$ cat config.mk
export PLATFORM = sky130hd
export DESIGN_NAME = fetch_stage
export DESIGN_NICKNAME = d
export VERILOG_FILES = /design/src/rtl/fetch_stage.sv
export SDC_FILE = /design/constraint.sdc
export NUM_CORES = 1
export LEC_CHECK = 0
export BUFFER_PORTS_ARGS = -buffer_cell sky130_fd_sc_hd__buf_2
export CORE_MARGIN = 3
export CORE_UTILIZATION = 50
export DETAILED_ROUTE_END_ITERATION = 6
export PLACE_DENSITY = 0.82
export SYNTH_ARGS = -nofsm -noshare
export SYNTH_HDL_FRONTEND = slang
export SYNTH_SLANG_ARGS = --single-unit
$ cat constraint.sdc
create_clock -name CLK -period 8.2 [get_ports CLK]
set_input_delay 1.23 -clock CLK [delete_from_list [all_inputs] [get_ports CLK]]
set_output_delay 1.23 -clock CLK [all_outputs]
set_load 0.1 [all_outputs]
$ cat src/rtl/fetch_stage.sv
// fetch_stage -- instruction-fetch stage and IF/ID pipeline register.
//
// Holds the PC, presents it to instruction memory, and latches the fetched
// word together with PC+4 into IF/ID for decode. Stall freezes everything,
// redirect reloads the PC and squashes the wrong-path fetch with a bubble,
// and halt parks the stage in a sticky HALTED state until reset.
//
// Ports:
//   CLK, RST              core clock; asynchronous active-high reset
//   stall                 freeze PC and IF/ID (from hazard unit)
//   redirect, redirect_pc taken branch/jump from EX and its target
//   halt                  halt instruction sitting in ID
//   imem_addr, imem_data  combinational instruction-memory read port
//   IF_ID_inst/pc4/valid  IF/ID pipeline register outputs
//   fetch_cnt, stall_cnt  saturating perf counters (FETCH_PERF_CNT_EN only)
//
// Build option: define FETCH_PERF_CNT_EN to add the two perf counters.
module fetch_stage #(
  parameter logic [31:0] RESET_PC  = 32'h0000_0000,
  parameter logic [31:0] NOP_INSTR = 32'h0000_0000
) (
  input  logic        CLK,
  input  logic        RST,
  input  logic        stall,
  input  logic        redirect,
  input  logic [31:0] redirect_pc,
  input  logic        halt,
  output logic [31:0] imem_addr,
  input  logic [31:0] imem_data,
  output logic [31:0] IF_ID_inst,
  output logic [31:0] IF_ID_pc4,
  output logic        IF_ID_valid
`ifdef FETCH_PERF_CNT_EN
  ,
  output logic [31:0] fetch_cnt,
  output logic [31:0] stall_cnt
`endif
);

  localparam logic [0:0] S_RUN    = 1'b0;
  localparam logic [0:0] S_HALTED = 1'b1;

  logic [0:0]  state, state_nxt;
  logic [31:0] pc, pc_nxt, pc4;
  logic [31:0] inst_nxt, pc4_nxt;
  logic        valid_nxt;

  // Decoded edge actions, in priority order; only meaningful in RUN.
  logic run, do_redirect, do_stall, do_halt, do_fetch;

  assign pc4         = pc + 32'd4;   // wraps modulo 2^32
  assign imem_addr   = pc;
  assign run         = (state == S_RUN);
  assign do_redirect = run & redirect;
  assign do_stall    = run & ~redirect & stall;
  assign do_halt     = run & ~redirect & ~stall & halt;
  assign do_fetch    = run & ~redirect & ~stall & ~halt;

  always_comb begin
    state_nxt = state;
    pc_nxt    = pc;
    inst_nxt  = IF_ID_inst;
    pc4_nxt   = IF_ID_pc4;
    valid_nxt = IF_ID_valid;
    if (do_redirect) begin
      // The instruction now in ID is wrong-path, so redirect wins over
      // stall and halt; low address bits are dropped to keep PC aligned.
      pc_nxt    = {redirect_pc[31:2], 2'b00};
      inst_nxt  = NOP_INSTR;
      pc4_nxt   = 32'd0;
      valid_nxt = 1'b0;
    end else if (do_halt) begin
      state_nxt = S_HALTED;
      inst_nxt  = NOP_INSTR;
      pc4_nxt   = 32'd0;
      valid_nxt = 1'b0;
    end else if (do_fetch) begin
      pc_nxt    = pc4;
      inst_nxt  = imem_data;
      pc4_nxt   = pc4;
      valid_nxt = 1'b1;
    end
    // do_stall and HALTED: everything holds (defaults above).
  end

  always_ff @(posedge CLK or posedge RST) begin
    if (RST) begin
      state       <= S_RUN;
      pc          <= RESET_PC;
      IF_ID_inst  <= NOP_INSTR;
      IF_ID_pc4   <= 32'd0;
      IF_ID_valid <= 1'b0;
    end else begin
      state       <= state_nxt;
      pc          <= pc_nxt;
      IF_ID_inst  <= inst_nxt;
      IF_ID_pc4   <= pc4_nxt;
      IF_ID_valid <= valid_nxt;
    end
  end

`ifdef FETCH_PERF_CNT_EN
  // Both counters stick at all-ones rather than wrapping.
  always_ff @(posedge CLK or posedge RST) begin
    if (RST) begin
      fetch_cnt <= 32'd0;
      stall_cnt <= 32'd0;
    end else begin
      if (do_fetch && fetch_cnt != 32'hFFFF_FFFF) fetch_cnt <= fetch_cnt + 32'd1;
      if (do_stall && stall_cnt != 32'hFFFF_FFFF) stall_cnt <= stall_cnt + 32'd1;
    end
  end
`endif

endmodule

==> out/results.txt <==
status - complete, no violations
CP endpoint - IF_ID_pc4[31]
min-delay src - IF_ID_pc4[17]
Die Ht - 98.3 microns
switching share of power - 0.572
Combinational Power Share - 0.518
Vias - 3694
WP data arrival - 2.98 ns
Detail Route Antenna Nets - 0
FF+latch area - 2380 sq um
crit path kind - in -> reg
I/O Pins - 166
Post-Route WL - 11300 microns
n_diodes - 0
#FFs+latches synth - 95
Clk Latency, worst-skew pair - 0.36 ns
final period demand of the worst path - 2.69 ns
Site Rows - 33
antenna violations before repair - 0
post-synth top area cell - dfrtp_1
Cell Area, Synth - 4260 sq um
Post-CTS Resized - 0
Mean Syn Cell Area - 10.6 sq um
P_int - 0.919 mW
gr usage total - 0.240
post-DR vias/cell - 5.61
Worst R2R Setup Slack - 5.54 ns
multi-input logic area - 1730 sq um
Hold Vio Cnt, Final - 0
Slew headroom - 0.226
core area - 8260 sq um
Iter 0 DRT Violations - 173
asr flop ratio synth - 1.00
drt first pass iters - 4
Routed wire per std cell - 17.2 microns
final worst slack - 5.51 ns
Reg clk slew, reported paths - 0.09 ns
fmax - 372 MHz
largest net degree at the start of global routing - 65
Power Total - 2.15 mW
crit end category - flip-flop
Area growth, synth to finish - 25.0%
GPL Wtd Cong - 0.745
final worst path period share - 0.328
Synth top cells by count - 95 x dfrtp_1, 49 x nand2_1, 42 x o21ai_0
Final Setup Violations - 0
Startpoint Class - primary input
cell count of the worst reg-to-reg path - 5
Final nets - 618
die width - 98.3 microns
Sequential Power Share - 0.329
max cap viols - 0
dpl ws - 5.15 ns
Hold Path Class - reg -> reg
vias in the first global route - 3726
FF-to-FF End - IF_ID_pc4[31]
worst r2r src - imem_addr[4]
Worst VDD drop - 269 uV
DP HPWL - 8010 microns
Final Max Tran Viols - 0
register area share after synthesis - 0.558
grt total ovfl - 0
Yosys warnings - 0
setup bufs post-CTS - 0
slew at the pin with the worst max-slew slack - 1.16 ns
Hold WS - 0.482 ns
Post-route DRC - 0
Post-synth EDFFs - 0
switching pwr - 1.23 mW
Clock power frac - 0.153
clk_skew - 0.0135 ns
first-pass GRT wire length - 18800 microns
port buffer count - 161
dominant cells by area after synthesis - dfrtp_1 56%, a22o_1 6.8%, o21ai_0 4.9%
clk buf depth - 2
CTS H-Tree Depth - 3
cell with the most instances after synthesis - dfrtp_1
clk root buf - clkbuf_8
RSZ-0062 raised after global routing - false
crit-path max FO - 61
Synth Flop Type - dfrtp_1
Final Core Density - 0.645
Fillers - 712
Netlist cell types - 39
CTS tree - built
post-cts hold buffer count - 0
Initial Util - 0.516
PD cells - 403 nW/um^2
CTS sink count - 95
post-synth top area share - 0.558
Lkg Pwr - 2.69 nW
Crit. Startpoint - redirect
Post-Syn Instances - 402
die area - 9670 sq um
CTS buffer count - 9
layout cells sized above 1 - 0.351
Worst Path Required - 8.49 ns
TNS Setup - 0 ns
==> flip-flops by register name, summed over array words and instances (netlist names) <==
name         cells
IF_ID_pc4       31
IF_ID_valid      1
imem_addr       30
state            1
IF_ID_inst      32
==> per-stage QoR <==
| step | cells | cell area (sq um) |
|---|---|---|
| finish | 658 | 5330 |
| global route | 658 | 5330 |
| CTS | 658 | 5330 |
| detailed placement | 642 | 5110 |
| global placement | 642 | 5110 |
| floorplan | 403 | 4270 |
==> power groups by stage <==
stage	combinational (mW)	sequential, mW	clock (mW)
2_1_floorplan	0.193	1.44	0
3_3_place_gp	1.11	0.703	0
3_5_place_dp	1.12	0.710	0
4_1_cts	1.12	0.703	0.336
5_1_grt	1.15	0.726	0.355
6_report	1.11	0.706	0.329
==> worst max-delay path, cell delays in order <==
cell and delay, ns:
buf_2 0.13, nor2_1 0.18, nand2_2 0.59, or4_4 0.74, nand3_1 0.09
==> placed cells by master, fill, tap and decap left out, types with 2 or more instances in the layout <==
master / synthesis / routed
o311ai_0: 4 / 4
or4_4: 2 / 2
nor3b_1: 2 / 2
xnor2_1: 18 / 18
buf_2: 3 / 161
a21oi_1: 2 / 2
conb_1: 1 / 2
and4_1: 2 / 2
dfrtp_1: 95 / 95
clkbuf_8: 0 / 11
or4_1: 3 / 3
and3_1: 7 / 7
or2_2: 2 / 2
nor2_1: 15 / 14
a221o_1: 14 / 14
clkinv_4: 0 / 2
o21ai_0: 42 / 42
buf_4: 3 / 5
nand4_1: 7 / 7
a21o_1: 7 / 6
nor4_1: 5 / 4
a22o_1: 33 / 33
xor2_1: 8 / 8
nand3_1: 11 / 11
o211a_1: 2 / 2
nand2_1: 49 / 48
nand3_2: 2 / 2
nor3_1: 13 / 13
a22oi_1: 10 / 10
inv_1: 6 / 5
==> worst min-delay path by stage <==
stage / end / slack, ns / depth (start not counted)
after floorplan: state / 0.52 / 1
after global placement: IF_ID_valid / 0.45 / 2
after detailed placement: IF_ID_pc4[17] / 0.47 / 2
after CTS: IF_ID_pc4[17] / 0.49 / 2
after global routing: IF_ID_pc4[16] / 0.51 / 1
final: IF_ID_pc4[17] / 0.48 / 2
==> layout make-up <==
type	instances	area share
timing repair buffer	166	0.158
tap	105	0.0247
clock inverter	5	0.0120
inverter	6	0.00470
clock buffer	11	0.0284
sequential	95	0.446
multi-input combinational	270	0.326
==> kinds of logic after synthesis <==
kind of cell    after synthesis  share of synthesized area
other cells                   1                   0.000880
simple gates                121                      0.140
xor+xnor                     26                     0.0534
flops                        95                      0.558
compound gates              120                      0.206
fa+ha+maj                     1                    0.00294
buf+inv                      38                     0.0390
==> routing by layer <==
layer | vias up | wire [microns] | track usage
met5 | - | 0 | 0
met4 | 0 | 131 | 0.0683
met3 | 10 | 850 | 0.0621
met2 | 127 | 5440 | 0.391
met1 | 1802 | 4900 | 0.321
li1 | 1755 | - | -
(Power assumes the default switching activity.)
